$ cat src/rtl/spi_reg_pkg.sv
// Shared constants for the SPI register-access sequencer: FSM encodings, command layout, idle bytes.
package spi_reg_pkg;

    localparam int unsigned BYTE_W  = 8;
    localparam int unsigned STATE_W = 3;

    localparam logic [STATE_W-1:0] ST_IDLE    = 3'd0;
    localparam logic [STATE_W-1:0] ST_CMD     = 3'd1;
    localparam logic [STATE_W-1:0] ST_WR      = 3'd2;
    localparam logic [STATE_W-1:0] ST_RD_REQ  = 3'd3;
    localparam logic [STATE_W-1:0] ST_RD_CAP  = 3'd4;
    localparam logic [STATE_W-1:0] ST_RD_WAIT = 3'd5;
    localparam logic [STATE_W-1:0] ST_DISCARD = 3'd6;

    localparam int unsigned         CMD_RW_BIT     = 7;
    localparam logic [BYTE_W-1:0]   TX_IDLE_BYTE   = 8'h00;
    localparam logic [BYTE_W-1:0]   STATUS_DEFAULT = 8'hA5;

    // True when command address bits above the implemented width are all zero.
    function automatic logic cmd_addr_ok(input logic [BYTE_W-1:0] cmd, input int unsigned addr_w);
        logic ok;
        ok = 1'b1;
        for (int unsigned i = 0; i < CMD_RW_BIT; i++) begin
            if (i >= addr_w && cmd[i]) ok = 1'b0;
        end
        return ok;
    endfunction

endpackage

$ cat src/rtl/spi_reg_ctrl_sync.sv
// Two-flop synchronizer for asynchronous level inputs.
module spi_reg_ctrl_sync #(
    parameter int unsigned     WIDTH     = 1,
    parameter logic [WIDTH-1:0] RESET_VAL = '0
) (
    input  logic             clk,
    input  logic             rst_n,
    input  logic [WIDTH-1:0] d_i,
    output logic [WIDTH-1:0] q_o
);

    logic [WIDTH-1:0] meta_q;
    logic [WIDTH-1:0] sync_q;

    always_ff @(posedge clk or negedge rst_n) begin
        if (!rst_n) begin
            meta_q <= RESET_VAL;
            sync_q <= RESET_VAL;
        end else begin
            meta_q <= d_i;
            sync_q <= meta_q;
        end
    end

    assign q_o = sync_q;

endmodule

$ cat src/rtl/spi_reg_ctrl.sv
// SPI frame to register-bus command sequencer.
// Build option: SPI_REG_CTRL_AUTOINC_EN enables address auto-increment after each data byte.
module spi_reg_ctrl
    import spi_reg_pkg::*;
#(
    parameter int unsigned        ADDR_W = 4,
    parameter logic [BYTE_W-1:0]  STATUS = STATUS_DEFAULT
) (
    input  logic              clk,
    input  logic              rst_n,
    input  logic              CS_i,
    input  logic [BYTE_W-1:0] RxData_i,
    input  logic              RxDone_i,
    output logic [BYTE_W-1:0] TxData_o,
    output logic [ADDR_W-1:0] RegAddr_o,
    output logic [BYTE_W-1:0] RegWrData_o,
    output logic              RegWrite_o,
    output logic              RegRead_o,
    input  logic [BYTE_W-1:0] RegRdData_i,
    output logic              Busy_o,
    output logic              Error_o
);

    logic                cs_sync;
    logic                cs_prev_q;
    logic                cs_rise_c;
    logic                cs_fall_c;
    logic                cmd_ok_c;
    logic [ADDR_W-1:0]   addr_inc_c;

    logic [STATE_W-1:0]  state_q,  state_d;
    logic [BYTE_W-1:0]   tx_q,     tx_d;
    logic [ADDR_W-1:0]   addr_q,   addr_d;
    logic [BYTE_W-1:0]   wrdata_q, wrdata_d;
    logic                write_q,  write_d;
    logic                read_q,   read_d;
    logic                error_q,  error_d;
    logic                busy_q,   busy_d;

    spi_reg_ctrl_sync #(
        .WIDTH     (1),
        .RESET_VAL (1'b1)
    ) u_cs_sync (
        .clk   (clk),
        .rst_n (rst_n),
        .d_i   (CS_i),
        .q_o   (cs_sync)
    );

    assign cs_rise_c = cs_sync & ~cs_prev_q;
    assign cs_fall_c = ~cs_sync & cs_prev_q;
    assign cmd_ok_c  = cmd_addr_ok(RxData_i, ADDR_W);

`ifdef SPI_REG_CTRL_AUTOINC_EN
    assign addr_inc_c = addr_q + ADDR_W'(1);
`else
    assign addr_inc_c = addr_q;
`endif

    always_ff @(posedge clk or negedge rst_n) begin
        if (!rst_n) begin
            cs_prev_q <= 1'b1;
            state_q   <= ST_IDLE;
            tx_q      <= STATUS;
            addr_q    <= '0;
            wrdata_q  <= '0;
            write_q   <= 1'b0;
            read_q    <= 1'b0;
            error_q   <= 1'b0;
            busy_q    <= 1'b0;
        end else begin
            cs_prev_q <= cs_sync;
            state_q   <= state_d;
            tx_q      <= tx_d;
            addr_q    <= addr_d;
            wrdata_q  <= wrdata_d;
            write_q   <= write_d;
            read_q    <= read_d;
            error_q   <= error_d;
            busy_q    <= busy_d;
        end
    end

    // Next state; CS edges override whatever the current state wants.
    always_comb begin
        state_d = state_q;
        if (cs_rise_c) begin
            state_d = ST_IDLE;
        end else if (cs_fall_c) begin
            state_d = ST_CMD;
        end else begin
            case (state_q)
                ST_CMD: begin
                    if (RxDone_i) begin
                        if (!cmd_ok_c)                 state_d = ST_DISCARD;
                        else if (RxData_i[CMD_RW_BIT]) state_d = ST_RD_REQ;
                        else                           state_d = ST_WR;
                    end
                end
                ST_RD_REQ:  state_d = ST_RD_CAP;
                // First RD_CAP cycle carries the read strobe; data is captured on the second.
                ST_RD_CAP:  if (!read_q) state_d = ST_RD_WAIT;
                ST_RD_WAIT: if (RxDone_i) state_d = ST_RD_REQ;
                ST_IDLE, ST_WR, ST_DISCARD: state_d = state_q;
                default:    state_d = ST_IDLE;
            endcase
        end
    end

    // Datapath and strobes.
    always_comb begin
        tx_d     = tx_q;
        addr_d   = addr_q;
        wrdata_d = wrdata_q;
        write_d  = 1'b0;
        read_d   = 1'b0;
        error_d  = 1'b0;
        busy_d   = busy_q;

        // Advance only after the write strobe has been presented at the current address.
        if (write_q) addr_d = addr_inc_c;

        if (cs_rise_c || cs_fall_c) begin
            tx_d   = STATUS;
            busy_d = 1'b0;
        end else begin
            case (state_q)
                ST_CMD: begin
                    if (RxDone_i) begin
                        addr_d = RxData_i[ADDR_W-1:0];
                        if (!cmd_ok_c) begin
                            error_d = 1'b1;
                            tx_d    = TX_IDLE_BYTE;
                        end else begin
                            busy_d = 1'b1;
                            if (!RxData_i[CMD_RW_BIT]) tx_d = TX_IDLE_BYTE;
                        end
                    end
                end
                ST_WR: begin
                    if (RxDone_i) begin
                        wrdata_d = RxData_i;
                        write_d  = 1'b1;
                        tx_d     = TX_IDLE_BYTE;
                    end
                end
                ST_RD_REQ: read_d = 1'b1;
                ST_RD_CAP: begin
                    if (!read_q) begin
                        tx_d   = RegRdData_i;
                        addr_d = addr_inc_c;
                    end
                end
                ST_DISCARD: tx_d = TX_IDLE_BYTE;
                default: ;
            endcase
        end
    end

    assign TxData_o    = tx_q;
    assign RegAddr_o   = addr_q;
    assign RegWrData_o = wrdata_q;
    assign RegWrite_o  = write_q;
    assign RegRead_o   = read_q;
    assign Error_o     = error_q;
    assign Busy_o      = busy_q;

endmodule
$ cat config.mk
export PLATFORM = sky130hd
export DESIGN_NAME = spi_reg_ctrl
export DESIGN_NICKNAME = d
export VERILOG_FILES = /design/src/rtl/spi_reg_pkg.sv /design/src/rtl/spi_reg_ctrl_sync.sv /design/src/rtl/spi_reg_ctrl.sv
export SDC_FILE = /design/constraint.sdc
export NUM_CORES = 1
export LEC_CHECK = 0
export BUFFER_PORTS_ARGS = -buffer_cell sky130_fd_sc_hd__buf_2
export CAP_MARGIN = 20
export CORE_UTILIZATION = 50
export DETAILED_ROUTE_END_ITERATION = 10
export PLACE_DENSITY = 0.78
export RECOVER_POWER = 50
export SLEW_MARGIN = 20
export SYNTH_ARGS = -nofsm -noshare
export SYNTH_HDL_FRONTEND = slang
export SYNTH_SLANG_ARGS = --single-unit
$ cat constraint.sdc
create_clock -name clk -period 2.9 [get_ports clk]
set_input_delay 0.29 -clock clk [delete_from_list [all_inputs] [get_ports clk]]
set_output_delay 0.29 -clock clk [all_outputs]
set_load 0.02 [all_outputs]
==> metrics.yaml, run 1 <==
status: "finished, violations left"
violations: "max-capacitance violations, max-slew violations"
holdPathStages: 1
final.setup_skew_ns: 0.00468
ys_types: 30
worst_setup_path_end_kind: "register"
r2r_end: "RegWrData_o[3]"
coreArea_sq_mm: 0.00257
grt_pass1_vias: 950
drc: 0
grt_max_degree: 31
pwr_density_cell_mw_per_mm2: 939
clk_latency_ns: 0.32
p_leak_nw: 0.880
synthArstFlopShare_pct: 100
drive_above_1_share_pct: 42.1
ff2ff_setup_slack_ns: 0.57
gr-total-overflow: 0
chipWidth_microns: 54.8
slew_viol_final: 31
syn_nets: 127
synth_most_common_cell: "dfrtp_1"
seq_area_frac_synth_pct: 54.4
routedWlPerCell_microns: 14.3
seq_area_sq_um: 759
yosys_warnings: 0
fin_nets: 173
cts_tree: "yes"
vias_per_cell: 5.32
htreeDepth: 2
n_antenna_cell: 0
cap_violations: 1
cts-root-buf: "clkbuf_4"
p_total_mw: 1.62
drt_pre_antenna_iters: 4
ioPinCount: 44
dieHeight_microns: 54.8
setup_viol: 0
period_share_pct: 80.5
min_path_type: "in -> reg"
critPathArrivalTime_ns: 2.54
antenna_found_initial: 0
ys.flop_type: "dfrtp_1"
portBuffers: 43
critPathMaxFanout: 14
rsz0062_at_grt: "false"
numCtsBuffers: 5
r2r_start: "u_cs_sync.q_o"
path_class: "reg -> reg"
synth_common_cells: "dfrtp_1 (23), mux2_1 (12), nand2_1 (12)"
ctsResizeCount: 0
slew_headroom_pct: -3.59
syn_avg_cell_area_sq_um: 13.3
die_area_sq_mm: 0.00301
grt_usage_pct: 20.1
ant_nets: 0
postPlaceCellArea_sq_mm: 0.00162
worstRegToRegCells: 5
final_area_sq_mm: 0.00172
cp.required_ns: 3.10
num_rows: 18
max_slew.worst_pin.slew_ns: 1.55
place_ws_ns: 0.566
wl_mm: 2.61
start_kind: "register"
initial_utilization_pct: 54.3
synth_cells: 105
cts_buffer_depth: 2
synth_top_cell_by_area: "dfrtp_1"
gp_congestion: 0.824
synthToLayoutAreaGrowth_pct: 23.6
utilization_pct: 67.2
fmax_mhz: 429
hold_path_end: "u_cs_sync.meta_q"
ir_drop_mv: 0.781
hold_violations: 0
first_iter_violations: 9
cts.clk_slew.worst_paths_ns: 0.09
grt_pass1_wl_mm: 4.17
ys_ff_latch: 30
synth_top_area_share_pct: 41.3
netlist_area_sq_mm: 0.00140
synth_area_leaders: "dfrtp_1 (41%), dfstp_2 (13%), mux2_1 (9.7%)"
multiInputGateArea_sq_um: 588
n_fill_cell: 197
finalSetupTns_ns: 0
timing.final.ws_setup_ns: 0.567
vias: 968
clkSinkCount: 30
fin_crit_ns: 2.33
dpl.hpwl_mm: 1.99
synth-edff-count: 0
hold_path.startpoint: "CS_i"
-- area by class of cell --
| class | instances | share of cell area [%] |
|---|---|---|
| tap | 30 | 2.18 |
| timing repair buffer | 44 | 12.3 |
| clock buffer | 6 | 2.98 |
| inverter | 4 | 0.871 |
| sequential | 30 | 44.0 |
| multi-input combinational | 66 | 34.1 |
| clock inverter | 2 | 3.48 |
-- layer usage --
metal	GRT usage (%)	wire length (microns)	up-vias	share of wire, %
li1	-	-	468	-
met1	24.1	1150	468	44
met2	33.3	1320	32	51
met3	8.61	135	0	5.2
met4	3.85	0	0	0
met5	0	0	-	0
-- power by group --
part / internal, mW / switching [mW] / leakage [nW] / total (mW)
Clock: 0.292 / 0.141 / 0.0585 / 0.434
Combinational: 0.229 / 0.310 / 0.449 / 0.539
Sequential: 0.561 / 0.0851 / 0.373 / 0.646
Total: 1.08 / 0.536 / 0.880 / 1.62
-- metrics by stage --
step | hold WS [ns] | instances
detailed placement | 0.350 | 173
finish | 0.0641 | 182
floorplan | -0.00559 | 105
global route | 0.0249 | 182
CTS | 0.0412 | 182
global placement | 0.339 | 173
-- repair_timing --
action                    4_1_cts  5_1_grt
hold buffers                    1        0
hold endpoints to repair       23        0
buffers inserted                0        0
-- placed cells by master, fill, tap and decap left out, types with 2 or more instances in the layout --
cell type and n:
mux2_4 8, and3_1 7, buf_2 33, nor2b_1 3
and2b_2 2, dfrtp_1 23, nor3b_2 2, bufinv_16 2
o21ai_2 2, nand2_1 12, a22o_1 2, clkbuf_4 5
clkbuf_1 10, dfstp_2 6, ha_1 2, mux2_1 12
nor3_1 2, inv_1 4
-- critical path, cell delays in order (launching register included) --
cell and delay [ns]:
dfstp_1 0.56, inv_1 0.05, ha_1 0.53, nor2b_1 0.27, and3_1 0.44, mux2_1 0.37
-- worst max path at each step --
stage | start | end | slack, ns
floorplan | u_cs_sync.q_o | TxData_o[1] | 0.87
global placement | u_cs_sync.q_o | TxData_o[6] | 0.66
detailed placement | u_cs_sync.q_o | RegWrData_o[6] | 0.57
CTS | u_cs_sync.q_o | RegWrData_o[6] | 0.55
global route | u_cs_sync.q_o | RegWrData_o[5] | 0.37
finish | u_cs_sync.q_o | RegWrData_o[3] | 0.57
-- flip-flops by register name, indices dropped and copies added (netlist names) --
signal / cells
Busy_o: 1
RegRead_o: 1
TxData_o: 8
u_cs_sync.meta_q: 1
Error_o: 1
u_cs_sync.q_o: 1
RegWrite_o: 1
cs_prev_q: 1
RegWrData_o: 8
state_q: 3
RegAddr_o: 4
-- cell families after synthesis --
group | count (synthesis) | synth area share [%]
and+or+nand+nor | 32 | 14.4
DFF | 30 | 54.4
muxes | 20 | 18.3
AOI/OAI and AO/OA | 12 | 7.62
buffers and inverters | 9 | 3.41
adders and majority gates | 2 | 1.79
Note: power is estimated with default switching activity, not from simulation.
==> inputs of run 2 (changes only) <==
==> constraint.sdc (replaced) <==
create_clock -name clk -period 2.3 [get_ports clk]
set_input_delay 0.23 -clock clk [delete_from_list [all_inputs] [get_ports clk]]
set_output_delay 0.23 -clock clk [all_outputs]
set_load 0.02 [all_outputs]
==> metrics.yaml, run 2 (same netlist as run 1, synthesis figures left out) <==
status: "finished, violations left"  # unchanged
violations: "max-capacitance violations, max-slew violations"  # unchanged
final.setup_skew_ns: 0.0134  # was 0.00468 ns
n_antenna_cell: 0  # unchanged
ir_drop_mv: 1.08  # was 0.781 mV
path_delay_family: "flip-flops"  # was simple AND/OR/NAND/NOR gates
gp_congestion: 0.856  # was 0.824
dpl.hpwl_mm: 1.95  # was 1.99 mm
gr-total-overflow: 0  # unchanged
finalSetupTns_ns: 0  # unchanged
cts.clk_slew.worst_paths_ns: 0.10  # was 0.09 ns
clk_latency_ns: 0.33  # was 0.32 ns
numCtsBuffers: 5  # unchanged
ant_nets: 0  # unchanged
grt_pass1_vias: 913  # was 950
wl_mm: 2.60  # was 2.61 mm
slew_viol_final: 31  # unchanged
coreArea_sq_mm: 0.00257  # unchanged
ioPinCount: 44  # unchanged
cts_buffer_depth: 2  # unchanged
layout_commonest_cell: "buf_2"  # unchanged
cp.required_ns: 2.52  # was 3.10 ns
grt_max_degree: 31  # unchanged
critPathMaxFanout: 8  # was 14
vias: 960  # was 968
slew_headroom_pct: -2.48  # was -3.59%
drive_above_1_share_pct: 42.2  # was 42.1%
fmax_mhz: 481  # was 429 MHz
p_leak_nw: 0.889  # was 0.880 nW
die_area_sq_mm: 0.00301  # unchanged
vias_per_cell: 5.22  # was 5.32
chipWidth_microns: 54.8  # unchanged
min_path_type: "in -> reg"  # unchanged
critPathMaxStageDelay_ns: 0.55  # was 0.56 ns
pwr_density_cell_mw_per_mm2: 1180  # was 939 mW/mm^2
fin_nets: 175  # was 173
cp_num_buf_inv: 1  # unchanged
worst_setup_path_end_kind: "register"  # unchanged
crit_chain: "inv_1 > ha_1 > nor2b_1 > and4_4 > a31oi_4 > mux2_4"  # was inv_1 > ha_1 > nor2b_1 > and3_1 > mux2_1
ctsResizeCount: 0  # unchanged
rsz0062_at_grt: "false"  # unchanged
p_total_mw: 2.05  # was 1.62 mW
layout.cells.most_common_list: "buf_2 (33), dfrtp_1 (23), nand2_1 (12), mux2_1 (12), clkbuf_1 (10)"  # unchanged
grt_pass1_wl_mm: 4.04  # was 4.17 mm
grt_usage_pct: 20.1  # about the same
setup_viol: 0  # unchanged
cts_tree: "yes"  # unchanged
cp_slowest_cell: "dfstp_1"  # unchanged
hold_violations: 0  # unchanged
routedWlPerCell_microns: 14.1  # was 14.3 microns
num_rows: 18  # unchanged
fin_crit_ns: 2.08  # was 2.33 ns
drt_pre_antenna_iters: 4  # unchanged
cts-root-buf: "clkbuf_4"  # unchanged
htreeDepth: 2  # unchanged
cap_violations: 1  # unchanged
max_slew.worst_pin.slew_ns: 1.54  # was 1.55 ns
drc: 0  # unchanged
critPathArrivalTime_ns: 2.30  # was 2.54 ns
antenna_found_initial: 0  # unchanged
start_kind: "register"  # unchanged
first_iter_violations: 7  # was 9
period_share_pct: 90.4  # was 80.5%
portBuffers: 43  # unchanged
initial_utilization_pct: 54.3  # unchanged
n_fill_cell: 209  # was 197
clkSinkCount: 30  # unchanged
synthToLayoutAreaGrowth_pct: 24.8  # was 23.6%
dieHeight_microns: 54.8  # unchanged
path_class: "reg -> reg"  # unchanged
-- run 2: cell type report --
cell class                 instances  area (sq um)  share of cell area [%]
inverter                           4          15.0                   0.862
clock inverter                     2          60.1                    3.45
multi-input combinational         66           588                    33.8
clock buffer                       6          51.3                    2.95
timing repair buffer              46           230                    13.2
tap                               30          37.5                    2.16
sequential                        30           759                    43.6
-- run 2: what timing repair did --
action | 4_1_cts | 5_1_grt
hold buffers | 2 | 0
setup buffers | 0 | 0
endpoints found under the hold margin | 24 | 0
-- run 2: through the flow --
stage | instances | setup slack (ns) | util, % | area [sq um] | hold WS [ns]
global route | 184 | 0.126 | 67.8 | 1740 | 0.118
finish | 184 | 0.221 | 67.8 | 1740 | 0.129
floorplan | 105 | 0.265 | - | 1400 | -0.0656
detailed placement | 174 | 0.231 | 63.2 | 1620 | 0.290
CTS | 184 | 0.219 | 68.3 | 1750 | 0.108
global placement | 174 | 0.281 | 63.2 | 1620 | 0.277
-- run 2: layer usage --
layer	up-vias	GRT usage [%]	share of wire, %
met4	0	7.69	0.96
met3	3	8.33	6.7
met5	-	0	0
met1	451	22.7	42
li1	472	-	-
met2	34	33.5	50
-- run 2: power by group --
group	total, mW	internal, mW	switching [mW]
clock	0.546	0.368	0.177
sequential	0.815	0.707	0.107
combinational	0.689	0.291	0.398
-- run 2: worst reg2reg max path, cell delays in order, from the launching register on --
cell and delay [ns]:
dfstp_1 0.55, inv_1 0.05, ha_1 0.30, nor2b_1 0.17, and4_4 0.21, a31oi_4 0.37
mux2_4 0.34
-- run 2: worst paths after layout --
kind                             startpoint  slack (ns)              to  cells after the start
min in group asynchronous             rst_n        0.81     TxData_o[3]                      2
max in group asynchronous             rst_n        0.59  RegWrData_o[5]                      2
min                             RxData_i[2]        0.13    RegAddr_o[2]                      2
max                           u_cs_sync.q_o        0.22     TxData_o[3]                      6
max reg2reg                   u_cs_sync.q_o        0.22     TxData_o[3]                      6
min reg2reg                u_cs_sync.meta_q        0.37   u_cs_sync.q_o                      0
